[config.mk]
export PLATFORM = sky130hd
export DESIGN_NAME = boot_loader_ctrl_flat
export DESIGN_NICKNAME = d
export VERILOG_FILES = /design/src/rtl/boot_loader_ctrl_if.sv /design/src/rtl/boot_loader_ctrl.sv /design/src/flat_wrapper.sv
export SDC_FILE = /design/constraint.sdc
export NUM_CORES = 1
export LEC_CHECK = 0
export BUFFER_PORTS_ARGS = -buffer_cell sky130_fd_sc_hd__buf_4
export CORE_MARGIN = 2
export CORE_UTILIZATION = 35
export DETAILED_ROUTE_END_ITERATION = 12
export PLACE_DENSITY = 0.55
export SYNTH_ARGS = -nofsm -noshare
export SYNTH_HDL_FRONTEND = slang
export SYNTH_SLANG_ARGS = --single-unit
export TNS_END_PERCENT = 50
[constraint.sdc]
create_clock -name clk -period 5 [get_ports clk]
set_input_delay 0.5 -clock clk [delete_from_list [all_inputs] [get_ports clk]]
set_output_delay 0.5 -clock clk [all_outputs]
set_load 0.02 [all_outputs]
[src/rtl/boot_loader_ctrl_if.sv]
// Bus bundle between the UART byte receiver, the boot loader controller and
// the instruction ROM write port. The master side is the controller.
interface boot_loader_ctrl_if #(
    parameter int ADDR_W = 8
) ();
    logic              rx_valid;
    logic [7:0]        rx_data;
    logic              rom_we;
    logic [ADDR_W-1:0] rom_addr;
    logic [31:0]       rom_wdata;
    logic              cpu_enable;
    logic              busy;
    logic              error;
    logic [ADDR_W:0]   words_loaded;

    modport master (
        input  rx_valid, rx_data,
        output rom_we, rom_addr, rom_wdata, cpu_enable, busy, error, words_loaded
    );

    modport slave (
        output rx_valid, rx_data,
        input  rom_we, rom_addr, rom_wdata, cpu_enable, busy, error, words_loaded
    );
endinterface

[src/rtl/boot_loader_ctrl.sv]
// Boot loader controller: parses sync / length / little-endian words / checksum
// frames from the UART byte stream, writes each assembled word into the
// instruction ROM and lets the CPU run only after a frame whose checksum matches.
module boot_loader_ctrl #(
    parameter int         ADDR_W         = 8,
    parameter int         TIMEOUT_CYCLES = 2700000,
    parameter logic [7:0] SYNC_BYTE      = 8'hA5
) (
    input logic                clk,
    input logic                reset,
    boot_loader_ctrl_if.master bus
);
    localparam int                 TIMER_W    = $clog2(TIMEOUT_CYCLES + 1);
    localparam logic [TIMER_W-1:0] TIMER_LAST = TIMER_W'(TIMEOUT_CYCLES - 1);
    localparam logic [16:0]        MAX_LEN    = 17'(2 ** ADDR_W);

    typedef enum logic [2:0] {
        IDLE,
        LEN_LO,
        LEN_HI,
        DATA,
        CHECK,
        RUN,
        ERROR
    } state_t;

    state_t             state;
    state_t             state_nxt;

    logic [15:0]        len;
    logic [1:0]         byte_idx;
    logic [23:0]        word_buf;
    logic [7:0]         sum8;
    logic [TIMER_W-1:0] timer;

    logic               is_sync;
    logic               expired;
    logic               last_word;
    logic               in_frame_nxt;
    logic [15:0]        len_rx;

    // Next-state decode: frame parsing, checksum verdict and inter-byte timeout.
    // A byte arriving on the expiry cycle wins, so expiry is masked by rx_valid.
    always_comb begin
        state_nxt = state;
        is_sync   = bus.rx_valid && (bus.rx_data == SYNC_BYTE);
        expired   = !bus.rx_valid && (timer == TIMER_LAST);
        len_rx    = {bus.rx_data, len[7:0]};
        last_word = ((17'(bus.words_loaded) + 17'd1) == {1'b0, len});

        case (state)
            IDLE, RUN, ERROR: begin
                if (is_sync) state_nxt = LEN_LO;
            end
            LEN_LO: begin
                if (bus.rx_valid)  state_nxt = LEN_HI;
                else if (expired)  state_nxt = ERROR;
            end
            LEN_HI: begin
                if (bus.rx_valid) begin
                    if ({1'b0, len_rx} > MAX_LEN) state_nxt = ERROR;
                    else if (len_rx == 16'd0)     state_nxt = CHECK;
                    else                          state_nxt = DATA;
                end else if (expired) begin
                    state_nxt = ERROR;
                end
            end
            DATA: begin
                // Leave only once the final word's strobe has been counted.
                if (bus.rom_we && last_word) state_nxt = CHECK;
                else if (expired)            state_nxt = ERROR;
            end
            CHECK: begin
                if (bus.rx_valid)  state_nxt = (bus.rx_data == sum8) ? RUN : ERROR;
                else if (expired)  state_nxt = ERROR;
            end
            default: state_nxt = IDLE;
        endcase

        in_frame_nxt = (state_nxt == LEN_LO) || (state_nxt == LEN_HI) ||
                       (state_nxt == DATA)   || (state_nxt == CHECK);
    end

    // State register.
    always_ff @(posedge clk or posedge reset) begin
        if (reset) state <= IDLE;
        else       state <= state_nxt;
    end

    // Datapath and registered outputs: length capture, word assembly, checksum,
    // ROM strobe/address/count, inter-byte timer and status flags.
    always_ff @(posedge clk or posedge reset) begin
        if (reset) begin
            len              <= '0;
            byte_idx         <= '0;
            word_buf         <= '0;
            sum8             <= '0;
            timer            <= '0;
            bus.rom_we       <= 1'b0;
            bus.rom_addr     <= '0;
            bus.rom_wdata    <= '0;
            bus.cpu_enable   <= 1'b0;
            bus.busy         <= 1'b0;
            bus.error        <= 1'b0;
            bus.words_loaded <= '0;
        end else begin
            bus.rom_we     <= 1'b0;
            bus.cpu_enable <= (state_nxt == RUN);
            bus.error      <= (state_nxt == ERROR);
            bus.busy       <= in_frame_nxt;

            if (bus.rx_valid || !in_frame_nxt) timer <= '0;
            else                               timer <= timer + 1'b1;

            if ((state != LEN_LO) && (state_nxt == LEN_LO)) begin
                sum8     <= '0;
                byte_idx <= '0;
            end

            case (state)
                LEN_LO: begin
                    if (bus.rx_valid) len[7:0] <= bus.rx_data;
                end
                LEN_HI: begin
                    if (bus.rx_valid) begin
                        len[15:8] <= bus.rx_data;
                        if ({1'b0, len_rx} <= MAX_LEN) begin
                            bus.rom_addr     <= '0;
                            bus.words_loaded <= '0;
                        end
                    end
                end
                DATA: begin
                    if (bus.rx_valid) begin
                        sum8     <= sum8 + bus.rx_data;
                        byte_idx <= byte_idx + 2'd1;
                        case (byte_idx)
                            2'd0:    word_buf[7:0]   <= bus.rx_data;
                            2'd1:    word_buf[15:8]  <= bus.rx_data;
                            2'd2:    word_buf[23:16] <= bus.rx_data;
                            default: begin
                                bus.rom_wdata <= {bus.rx_data, word_buf};
                                bus.rom_we    <= 1'b1;
                            end
                        endcase
                    end
                    // Address holds during the strobe and advances right after it.
                    if (bus.rom_we) begin
                        bus.rom_addr     <= bus.rom_addr + 1'b1;
                        bus.words_loaded <= bus.words_loaded + 1'b1;
                    end
                end
                default: ;
            endcase
        end
    end
endmodule

[src/flat_wrapper.sv]
// flat-port wrapper written by rule: the top's interface ports become plain ports
module boot_loader_ctrl_flat 
#(
    parameter int         ADDR_W         = 8,
    parameter int         TIMEOUT_CYCLES = 2700000,
    parameter logic [7:0] SYNC_BYTE      = 8'hA5
)
  (clk, reset, bus_rx_valid, bus_rx_data, bus_rom_we, bus_rom_addr, bus_rom_wdata, bus_cpu_enable, bus_busy, bus_error, bus_words_loaded);
  boot_loader_ctrl_if #(.ADDR_W(ADDR_W)) bus_i ();
  input logic clk;
  input logic reset;
  input wire logic [$bits(bus_i.rx_valid)-1:0] bus_rx_valid;
  input wire logic [$bits(bus_i.rx_data)-1:0] bus_rx_data;
  output wire logic [$bits(bus_i.rom_we)-1:0] bus_rom_we;
  output wire logic [$bits(bus_i.rom_addr)-1:0] bus_rom_addr;
  output wire logic [$bits(bus_i.rom_wdata)-1:0] bus_rom_wdata;
  output wire logic [$bits(bus_i.cpu_enable)-1:0] bus_cpu_enable;
  output wire logic [$bits(bus_i.busy)-1:0] bus_busy;
  output wire logic [$bits(bus_i.error)-1:0] bus_error;
  output wire logic [$bits(bus_i.words_loaded)-1:0] bus_words_loaded;
  assign bus_i.rx_valid = bus_rx_valid;
  assign bus_i.rx_data = bus_rx_data;
  assign bus_rom_we = bus_i.rom_we;
  assign bus_rom_addr = bus_i.rom_addr;
  assign bus_rom_wdata = bus_i.rom_wdata;
  assign bus_cpu_enable = bus_i.cpu_enable;
  assign bus_busy = bus_i.busy;
  assign bus_error = bus_i.error;
  assign bus_words_loaded = bus_i.words_loaded;
  boot_loader_ctrl #(.ADDR_W(ADDR_W), .TIMEOUT_CYCLES(TIMEOUT_CYCLES), .SYNC_BYTE(SYNC_BYTE)) u_core (.clk(clk), .reset(reset), .bus(bus_i));
endmodule
# ---- Word level (Yosys, flattened, before mapping)
# Cells that the tools add are included.
dict set report word_totals {
  output_inout_bits 53
  register_bits 128
  input_bits 11
}
dict set report op_classes {
  n_reduce_logical 23
  magnitude_cmp 2
  n_addsub 6
  bitwise 1
  muxes 28
  n_eq_ne 22
}
# operator count
set op_table {}
lappend op_table {{8-bit two-way mux} 6}
lappend op_table {{9-bit two-way mux} 3}
lappend op_table {{3-bit two-way mux} 8}
lappend op_table {{22-bit by 1-bit adder with 22-bit output, second input constant} 1}
lappend op_table {{22-bit == test, second input constant} 1}
lappend op_table {{22-bit two-way mux} 1}
lappend op_table {{3-bit == test, second input constant} 6}
lappend op_table {{9-bit one-hot mux with 2 select lines} 1}
lappend op_table {{17-bit by 16-bit == test with 1-bit output} 1}
lappend op_table {{16-bit by 9-bit greater-than comparator with 1-bit output, second input constant} 1}
lappend op_table {{16-bit by 9-bit <= comparator with 1-bit output, second input constant} 1}
lappend op_table {{16-bit logical NOT} 1}
lappend op_table {{8-bit one-hot mux with 2 select lines} 1}
lappend op_table {{3-bit one-hot mux with 5 select lines} 1}
lappend op_table {{3-bit by 2-bit == test with 1-bit output, second input constant} 4}
lappend op_table {{3-bit AND reduction} 4}
lappend op_table {{9-bit by 1-bit adder with 10-bit output, second input constant} 1}
lappend op_table {{9-bit by 1-bit adder with 9-bit output, second input constant} 1}
lappend op_table {{8-bit by 1-bit adder with 8-bit output, second input constant} 1}
lappend op_table {{8-bit adder} 1}
lappend op_table {{8-bit == test} 1}
lappend op_table {{8-bit == test, second input constant} 1}
lappend op_table {{2-bit two-way mux} 4}
lappend op_table {{3-bit by 1-bit == test with 1-bit output, second input constant} 2}
lappend op_table {{17 further kinds} 29}

# ---- Depth between registers and ports, before layout
# Gate-level depths: netlist of the first run.
dict set report depth {
  ltp_word 12
  mapped_depth 11
  mapped_depth_nobuf 11
}

# ---- Worst setup path before layout of the first run
# No wires, ideal clock.
dict set report synth_path {
  path_kind {register to register}
  start {register u_core.bus.words_loaded[0]}
  end {register u_core.byte_idx[0]}
  slack_ns 2.239
  arrival_ns 2.623
  n_path_buf 0
  setup_time_ns 0.138
  required_ns 4.862
  path_stages_with_launch 11
  path_cell_list {dfrtp_1 ha_1 inv_1 or3_1 o32ai_1 a221o_1 and4_4 a31o_2 clkinv_4 a2111oi_4 o21ai_2}
}
dict set report synth_via {
  elab_chain_len 10
}
# item line_no
set synth_lines {}
lappend synth_lines {{from (decl)} boot_loader_ctrl_if.sv:18} ;# output rom_we, rom_addr, rom_wdata, cpu_enable, busy, error, words_loaded
lappend synth_lines {{from (signal assigned)} boot_loader_ctrl.sv:150} ;# bus.words_loaded <= bus.words_loaded + 1'b1;
lappend synth_lines {{9-bit by 1-bit adder with 10-bit output *} boot_loader_ctrl.sv:49} ;# last_word = ((17'(bus.words_loaded) + 17'd1) == {1'b0, len});
lappend synth_lines {{17-bit by 16-bit == test with 1-bit output *} boot_loader_ctrl.sv:49}
lappend synth_lines {{1-bit logical AND *} boot_loader_ctrl.sv:70} ;# if (bus.rom_we && last_word) state_nxt = CHECK;
lappend synth_lines {{3-bit two-way mux *} boot_loader_ctrl.sv:70}
lappend synth_lines {{3-bit one-hot mux with 5 select lines *} boot_loader_ctrl.sv:51} ;# case (state)
lappend synth_lines {{via u_core.state_nxt[1]} boot_loader_ctrl.sv:28} ;# state_t state_nxt;
lappend synth_lines {{3-bit by 1-bit == test with 1-bit output *} boot_loader_ctrl.sv:115} ;# if ((state != LEN_LO) && (state_nxt == LEN_LO)) begin
lappend synth_lines {{1-bit logical AND *} boot_loader_ctrl.sv:115}
lappend synth_lines {{2-bit two-way mux *} boot_loader_ctrl.sv:115}
lappend synth_lines {{2-bit two-way mux} boot_loader_ctrl.sv:134} ;# if (bus.rx_valid) begin
lappend synth_lines {{2-bit two-way mux *} boot_loader_ctrl.sv:120} ;# case (state)
lappend synth_lines {{to (signal assigned)} boot_loader_ctrl.sv:136} ;# byte_idx <= byte_idx + 2'd1;
lappend synth_lines {{to (decl)} boot_loader_ctrl.sv:31} ;# logic [1:0] byte_idx;
# Mark *: on every way through the listed nets, which the timed path passes. The rest lies on a longest branch.
# A chain may end at the register's enable or synchronous reset.

# ---- Worst setup path in the final report of the first run
dict set report layout_path {
  start {register u_core.bus.words_loaded[0]}
  end {register u_core.timer[12]}
}
dict set report layout_via {
  elab_chain_len 12
  elab_cells_between_ends 15
  classes_between {1 x add/sub; 5 x eq/ne; 3 x mux; 6 x reduce/logical}
}
# item line_no
set layout_lines {}
lappend layout_lines {{9-bit by 1-bit adder with 10-bit output *} boot_loader_ctrl.sv:49}
lappend layout_lines {{17-bit by 16-bit == test with 1-bit output *} boot_loader_ctrl.sv:49}
lappend layout_lines {{1-bit logical AND *} boot_loader_ctrl.sv:70}
lappend layout_lines {{3-bit two-way mux *} boot_loader_ctrl.sv:70}
lappend layout_lines {{3-bit one-hot mux with 5 select lines *} boot_loader_ctrl.sv:51}
lappend layout_lines {{via u_core.state_nxt[1]} boot_loader_ctrl.sv:28}
lappend layout_lines {{3-bit by 1-bit == test with 1-bit output or 3-bit by 2-bit == test with 1-bit output (tied branches)} boot_loader_ctrl.sv:80} ;# in_frame_nxt = (state_nxt == LEN_LO) || (state_nxt == LEN_HI) ||
lappend layout_lines {{1-bit logical OR (2 in a row)} boot_loader_ctrl.sv:80}
lappend layout_lines {{1-bit logical OR *} boot_loader_ctrl.sv:81} ;# (state_nxt == DATA) || (state_nxt == CHECK);
lappend layout_lines {{1-bit logical NOT *} boot_loader_ctrl.sv:112} ;# if (bus.rx_valid || !in_frame_nxt) timer <= '0;
lappend layout_lines {{1-bit logical OR *} boot_loader_ctrl.sv:112}
lappend layout_lines {{22-bit two-way mux *} boot_loader_ctrl.sv:112}
lappend layout_lines {{to (signal assigned)} boot_loader_ctrl.sv:113} ;# else timer <= timer + 1'b1;
lappend layout_lines {{to (decl)} boot_loader_ctrl.sv:34} ;# logic [TIMER_W-1:0] timer;
# Marks and branches as above.

==> flow_summary.ini, run 1 <==
[clock_tree]
tritoncts = built
clockBufferDepth = 2
cts_max_level = 4
ctsRootBufferMaster = clkbuf_16
worstSkewPairLatency_ns = 0.42
cts_resized = 0
ctsHoldBuffers = 0
cts_sinks = 128
cts_buffers = 17
path_clk_slew_ns = 0.06
cts_setup_buffers = 0

[yosys]
ys_ff_latch = 128
synth_edf_count = 0
synth.yosys.seq_area_share_pct = 49.9
yosysUniqueCellTypes = 70
syn_avg_cell_area_um2 = 11.2
ys.flop_type = dfrtp_1
synthArstFlopShare_pct = 100
yosysWarnings = 0
synthesis.area_um2 = 6410
synthCells = 573
syn_nets = 599

[sta]
tightest_slew_ns = 0.972
fin_crit_ns = 3.20
timing.fmax_ghz = 0.313
period_share_pct = 63.9
tns_ns = 0
slew_viol_final = 0
hold_violations = 0
finClkSkew_ns = 0.00670
rsz0062_at_grt = false
slew_headroom_pct = 35.2
setup_viol = 0

[placed_design]
routabilityCongestion = 0.846
hpwlAfterDp_um = 9800
portBuffers = 63

[worst_setup_path]
critPathKind = reg2reg
worstPathArrival_ns = 3.46
reg2reg_from = u_core.bus.words_loaded[0]
cp_max_fo = 23
crit_path_end_kind = flop
cpLargestDelayFamily = compound AO/OA/AOI/OAI gates
path_buf_inv = 2
slowest_delay_ns = 0.56
start_kind = flop
worstSetupStartpoint = u_core.bus.words_loaded[0]
cp.required_ns = 5.26
path_cells = ha_1, inv_1, or3_1, o32ai_1, a221o_1, and4_4, a31o_2, clkinv_4, o21ai_4, a211oi_1
slowest_stage = o21ai_4

[grt]
grt_use_total_pct = 15.8
grt_max_degree = 78
antenna_found_initial = 0
overflow = 0
grt_pass1_wl_um = 24400
first_global_vias = 4579

[detailed_routing]
wl_per_cell_um = 16.8
routed_wl_um = 14700
ant_nets = 0
dr.pass1.iters = 4
drtIter0Drc = 234
via_per_inst = 5.13
num_vias = 4497
drc = 0

[layout]
layout_common_cells = dfrtp_1, mux2_2, buf_4
drive_gt1_share_pct = 29.7
multiInputGateArea_um2 = 3010
layout.nets = 660
antenna_cells = 0
final_util_pct = 42.6
area_growth_pct = 19.2
layout_commonest_cell = dfrtp_1
fillers = 1735
seq_area_um2 = 3200

[die]
die_h_um = 139
fp.dieW_um = 139
core_area_um2 = 18000
initial_core_util_pct = 35.7
ios = 64
rows = 49
design.die.area_um2 = 19400

[pwr]
leakage_nw = 3.43
ir_drop_mv = 0.285
cellPowerDensity_nw_per_um2 = 446

[hold_path]
min_path_type = in2async

[run]
max-cap-violations = 0

[status]
status = completed
path summary, 6_finish.rpt:
path / cells after the start / to / slack, ns
setup / recovery: 10 / u_core.timer[12] / 1.80
hold / removal: 2 / u_core.sum8[6] / 0.32
setup reg to reg: 10 / u_core.timer[12] / 1.80
hold reg to reg: 2 / u_core.word_buf[17] / 0.47
max in group asynchronous: 3 / u_core.bus.words_loaded[7] / 3.44
min in group clk: 2 / u_core.len[1] / 0.41
cell families (layout without fill, tap and decap cells):
family / after synthesis / in the layout / synth area share (%)
and+or+nand+nor: 174 / 174 / 14.7
muxes: 68 / 68 / 11.9
DFF: 128 / 128 / 49.9
buffers and inverters: 41 / 115 / 3.18
adders and majority gates: 15 / 15 / 3.04
xor gates and xnor gates: 39 / 39 / 5.33
AOI/OAI and AO/OA: 108 / 108 / 11.9
Yosys cell counts (2+ instances only):
cell      instances  area, µm²
nor2b_1           4       25.0
o31ai_1           4       30.0
a21o_1            2       15.0
buf_6             5       56.3
or4_1             2       15.0
nor2_1           35        131
nor4_4            2       42.5
nand2b_1          3       18.8
xor2_1           19        166
a21oi_1          15       75.1
a211oi_2          4       50.1
xnor2_1          20        175
ha_1             14        175
and2_1            6       37.5
nor4_1            6       37.5
or3b_1            2       17.5
nor3_1           11       55.1
buf_2             2       10.0
mux2_2           67        754
buf_1             2       7.51
or2_2             2       12.5
dfrtp_1         128       3200
o21a_1            2       15.0
nor3b_1           2       15.0
nand4_1           6       37.5
a211oi_1         19        143
nand2_1          51        191
clkbuf_1         14       52.6
o22ai_1           2       12.5
inv_1            14       52.6
a31oi_1           5       31.3
and3_1           10       62.6
nand3_1          19       95.1
o21ai_0          37        185
nand3b_1          2       15.0
report_power, final:
| group | leakage, nW | switching [W] | total (W) | internal (W) |
|---|---|---|---|---|
| clock network | 0.275 | 0.000467 | 0.00121 | 0.000745 |
| registers | 1.63 | 0.000163 | 0.00140 | 0.00124 |
| logic | 1.52 | 0.000436 | 0.000798 | 0.000362 |
final cells by class:
cell class,count,area share [%]
inverters,17,0.949
multi-input cells,404,39.3
clock inverters,13,1.83
well taps,229,3.75
repair buffers,66,6.48
clock buffers,19,5.79
flip-flops and latches,128,41.9
stage by stage:
| step | total power, W | worst slack (ns) | area (µm²) | cells | hold WS [ns] |
|---|---|---|---|---|---|
| global route | 0.00361 | 1.57 | 7650 | 876 | 0.400 |
| floorplan | 0.00203 | 1.09 | 6410 | 573 | 0.446 |
| global placement | 0.00219 | 1.71 | 7060 | 844 | 0.459 |
| detailed placement | 0.00222 | 1.55 | 7060 | 844 | 0.469 |
| finish | 0.00341 | 1.80 | 7650 | 876 | 0.323 |
| CTS | 0.00344 | 1.80 | 7650 | 876 | 0.345 |
flip-flops by register name, indices dropped and copies added, names as in the netlist, 2 cells and up:
| register | flops |
|---|---|
| u_core.bus.rom_wdata | 32 |
| u_core.timer | 22 |
| u_core.state | 3 |
| u_core.byte_idx | 2 |
| u_core.bus.rom_addr | 8 |
| u_core.sum8 | 8 |
| u_core.bus.words_loaded | 9 |
| u_core.word_buf | 24 |
| u_core.len | 16 |
layer usage:
metal / share of wire (%) / global-route usage [%] / routed length (µm)
met5: 0 / 0 / 0
met4: 1.2 / 5.58 / 177
met3: 2.2 / 3.30 / 318
met2: 48 / 25.1 / 7020
met1: 49 / 21.6 / 7170
Note: power is estimated with default switching activity, not from simulation.
==> run 2: changes to the inputs <==
==> constraint.sdc (replaced) <==
create_clock -name clk -period 3.19 [get_ports clk]
set_input_delay 0.319 -clock clk [delete_from_list [all_inputs] [get_ports clk]]
set_output_delay 0.319 -clock clk [all_outputs]
set_load 0.02 [all_outputs]
==> run 2 against run 1 <==
Clock skew rose by 0.00083 ns. Clock power rose by 57%. Largest power group unchanged. Register-to-register slack got worse by 1.5 ns. Worst hold slack got worse by 0.083 ns. Combinational power rose by 60%. Power rose by 58%. Critical endpoint is now u_core.timer[16]. Core utilization rose by 0.66 points. Sequential share of layout area fell by 0.64 points.
==> flow_summary.ini, run 2 (synthesis results as in run 1) <==
[layout]
max_flop_register = u_core.bus.rom_wdata
seq_area_um2 = 3200
layout_commonest_cell = dfrtp_1
area_growth_pct = 21.1
multiInputGateArea_um2 = 3010
drive_gt1_share_pct = 30.7
antenna_cells = 0
largestRegisters = u_core.bus.rom_wdata: 32 flops, u_core.word_buf: 24 flops, u_core.timer: 22 flops
layout_common_cells = dfrtp_1, buf_4, mux2_2
largest_register_ff_count = 32
fillers = 1688
layout.nets = 670

[sta]
tns_ns = 0
setup_viol = 0
hold_violations = 0
finClkSkew_ns = 0.00753
rsz0062_at_grt = false
timing.fmax_ghz = 0.343
fin_ws_ns = 0.276
tightest_slew_ns = 0.657
fin_crit_ns = 2.91
slew_headroom_pct = 56.2
slew_viol_final = 0
period_share_pct = 91.3

[worst_setup_path]
crit_path_end_kind = flop
start_kind = flop
cp.required_ns = 3.50
cp_max_fo = 23
reg2reg_depth = 10
critPathKind = reg2reg
worstPathArrival_ns = 3.23

[pwr]
ir_drop_mv = 0.415
leakage_nw = 3.49
cellPowerDensity_nw_per_um2 = 692

[detailed_routing]
dr_wl_met3_um = 506
num_vias = 4599
dr.pass1.iters = 4
drc = 0
wl_per_cell_um = 16.7
via_per_inst = 5.19
top_layer = met4
routed_wl_um = 14800
drtIter0Drc = 269
wl_met1_um = 7070
ant_nets = 0
dr_wl_met2_um = 7060

[grt]
antenna_found_initial = 0
overflow = 0
first_global_vias = 4666
grt_pass1_wl_um = 25200
grt_max_degree = 40
grt_use_total_pct = 16.2

[status]
status = completed

[run]
max-cap-violations = 0

[clock_tree]
worstSkewPairLatency_ns = 0.42
clockBufferDepth = 2
tritoncts = built
cts_max_level = 4
ctsRootBufferMaster = clkbuf_16
cts_sinks = 128
cts_setup_buffers = 0
path_clk_slew_ns = 0.06
cts_buffers = 17
cts_resized = 0

[die]
die_h_um = 139
ios = 64
rows = 49
fp.dieW_um = 139
design.die.area_um2 = 19400
initial_core_util_pct = 35.7
core_area_um2 = 18000

[hold_path]
hold_depth = 2
min_path_type = in2reg

[placed_design]
portBuffers = 63
hpwlAfterDp_um = 9940
routabilityCongestion = 0.822
post-place-ws_ns = 0.309
-- run 2: cell count changes in the layout (fill, tap and decap cells not counted), sizes merged --
| cell | delta |
|---|---|
| dlygate4sd3 | +1 |
| bufinv | -1 |
| clkinvlp | -1 |
| buf | +9 |
| clkbuf | -1 |
| inv | +5 |
| clkinv | -2 |
-- run 2: cell type report --
class	count	share of cell area, %
clock buffers	18	5.65
clock inverters	14	1.88
inverters	17	0.951
multi-input cells	404	38.7
flip-flops and latches	128	41.2
well taps	229	3.69
repair buffers	76	7.86
-- run 2: worst paths after layout --
path	from	end	slack (ns)
hold reg to reg	u_core.word_buf[1]	u_core.word_buf[1]	0.48
hold / removal	bus_rx_data[1]	u_core.len[1]	0.24
max in group asynchronous	reset	u_core.word_buf[3]	1.85
min in group asynchronous	reset	u_core.word_buf[20]	0.56
setup reg to reg	u_core.timer[0]	u_core.timer[16]	0.28
setup / recovery	u_core.timer[0]	u_core.timer[16]	0.28
-- run 2: metal layers --
layer	vias to the layer above	GRT usage, %
li1	2201	-
met1	2303	22.7
met2	82	24.9
met3	13	4.03
met4	0	5.05
met5	-	0
-- run 2: what timing repair did --
item                                   4_1_cts  5_1_grt
setup endpoints to repair                    0        0
endpoints found under the hold margin        9        0
hold buffers                                 1        0
-- run 2: stage by stage --
stage	hold slack [ns]	total power [W]	util, %	instances	instance area (µm²)
global route	0.225	0.00572	43.2	886	7770
global placement	0.433	0.00345	39.9	853	7170
detailed placement	0.445	0.00350	39.9	853	7170
CTS	0.226	0.00543	43.2	886	7770
floorplan	0.436	0.00319	-	573	6420
finish	0.241	0.00537	43.2	886	7770
-- run 2: power breakdown --
group          switching [W]  leakage, nW  total [W]  internal (W)
sequential          0.000252         1.63    0.00219       0.00194
combinational       0.000696         1.58    0.00128      0.000589
clock               0.000781        0.282    0.00190       0.00112
-- run 2: worst max-delay path: stages, from the launching register on --
cell and delay [ns]:
dfrtp_1 0.39, ha_1 0.23, or3b_1 0.40, nor4_4 0.30, a21oi_2 0.15, o31ai_2 0.36, a31oi_1 0.08, a21boi_4 0.19
clkinv_2 0.10, nand3_4 0.28, a211oi_1 0.32
==> run 3: changes to the inputs <==
--- a/config.mk
+++ b/config.mk
@@ -9,7 +9,6 @@
 export CORE_MARGIN = 2
 export CORE_UTILIZATION = 35
 export DETAILED_ROUTE_END_ITERATION = 12
-export PLACE_DENSITY = 0.55
 export SYNTH_ARGS = -nofsm -noshare
 export SYNTH_HDL_FRONTEND = slang
 export SYNTH_SLANG_ARGS = --single-unit
==> run 3 against run 2 <==
Routed wire length down 0.14%. Clock power up 15%. First-iteration DRC count up 9.7%. Power up 5.2%. Core utilization up 0.29 points. Non-clock buffer count down 1. Critical path type unchanged. Largest power group unchanged. Highest routed layer unchanged.
==> flow_summary.ini, run 3 (synthesis results as in run 1) <==
[sta]
timing.fmax_ghz = 0.344
finClkSkew_ns = 0.0165
tns_ns = 0
slew_headroom_pct = 57.4
tightest_slew_ns = 0.639
period_share_pct = 91.0
rsz0062_at_grt = false
fin_crit_ns = 2.90
setup_viol = 0
hold_violations = 0
slew_viol_final = 0

[placed_design]
placed_cells = 852
routabilityCongestion = 0.772
portBuffers = 63
hpwlAfterDp_um = 9860
postPlaceCellArea_um2 = 7150

[clock_tree]
cts_sinks = 128
path_clk_slew_ns = 0.06
ctsRootBufferMaster = clkbuf_16
worstSkewPairLatency_ns = 0.43
clockBufferDepth = 2
cts_max_level = 4
cts_buffers = 17
tritoncts = built

[layout]
layout_commonest_cell = dfrtp_1
layout.nets = 669
area_growth_pct = 21.9
max_flop_register = u_core.bus.rom_wdata
largestRegisters = u_core.bus.rom_wdata: 32 flops, u_core.word_buf: 24 flops, u_core.timer: 22 flops
antenna_cells = 0
layout_common_cells = dfrtp_1, buf_4, mux2_2
drive_gt1_share_pct = 30.4
largest_register_ff_count = 32
postLayoutCellArea_um2 = 7820
post_layout_nonfiller_instances = 884
final_util_pct = 43.5

[detailed_routing]
drtIter0Drc = 295
num_vias = 4609
routed_wl_um = 14800
via_per_inst = 5.21
drc = 0
ant_nets = 0
dr.pass1.iters = 4
wl_per_cell_um = 16.7

[pwr]
ir_drop_mv = 0.380
cellPowerDensity_nw_per_um2 = 723
leakage_nw = 3.52

[die]
die_h_um = 139
ios = 64
rows = 49
core_area_um2 = 18000
fp.dieW_um = 139
design.die.area_um2 = 19400
initial_core_util_pct = 35.7

[grt]
grt_max_degree = 99
antenna_found_initial = 0
grt_use_total_pct = 15.8
overflow = 0
first_global_vias = 4635
grt_pass1_wl_um = 24300

[worst_setup_path]
reg2reg_from = u_core.bus.words_loaded[0]
worstPathArrival_ns = 3.21
path_cells = ha_1, inv_1, or3_1, o32ai_1, a221o_1, and4_4, a31o_2, clkinv_4, a2111oi_4, buf_4, nor2_1
slowest_delay_ns = 0.48
start_kind = flop
cp.required_ns = 3.50
crit_path_end_kind = flop
cp_max_fo = 10
critPathKind = reg2reg
worstSetupStartpoint = u_core.bus.words_loaded[0]
slowest_stage = dfrtp_1

[run]
max-cap-violations = 0

[hold_path]
hold_start = bus_rx_data[1]
min_path_type = in2reg

[status]
status = completed
==> run 3: timing repair <==
item / CTS / global route
setup buffers: 0 / 0
resized for setup: 0 / 0
hold buffers: 1 / 0
hold endpoints to repair: 3 / 0
==> run 3: metal layers <==
| metal | wire length [µm] | vias up | GRT usage, % | share of wire [%] |
|---|---|---|---|---|
| met5 | 0 | - | 0 | 0 |
| met4 | 187 | 0 | 5.69 | 1.3 |
| met3 | 490 | 16 | 3.75 | 3.3 |
| met2 | 7380 | 76 | 26.0 | 50 |
| met1 | 6700 | 2320 | 20.3 | 45 |
| li1 | - | 2197 | - | - |
==> run 3: final timing paths <==
kind	slack, ns	to	cells after the start
setup / recovery	0.29	u_core.sum8[7]	11
hold / removal	0.23	u_core.len[9]	2
min in group asynchronous	0.34	u_core.bus.rom_wdata[18]	3
hold reg to reg	0.48	u_core.word_buf[1]	2
setup reg to reg	0.29	u_core.sum8[7]	11
max in group asynchronous	2.10	u_core.timer[18]	4
==> run 3: layout make-up <==
type,count,area (µm²)
sequential,128,3200
fill,1661,10100
tap,229,287
clock inverter,11,200
clock buffer,20,457
timing repair buffer,75,591
inverter,17,73.8
multi-input combinational,404,3010
==> run 3: report_power, final <==
part,total (W),switching [W],internal (W)
registers,0.00220,0.000263,0.00194
clock network,0.00218,0.000744,0.00143
logic,0.00127,0.000685,0.000587
total,0.00565,0.00169,0.00396
==> run 3: worst max-delay path: cells and delay by family, from the launching register on <==
kind	cells	cell delay [ns]
adder cells (fa/ha/maj)	1	0.30
flip-flops	1	0.48
AND/OR/NAND/NOR	3	0.79
buffers and inverters	3	0.49
AO/OA/AOI/OAI	4	0.73
==> run 3: through the flow <==
stage	total power, W	setup slack (ns)	hold WS [ns]
2_1_floorplan	0.00319	0.429	0.436
3_3_place_gp	0.00345	0.390	0.229
3_5_place_dp	0.00350	0.305	0.236
4_1_cts	0.00570	0.294	0.205
5_1_grt	0.00595	0.0901	0.219
6_report	0.00565	0.287	0.226
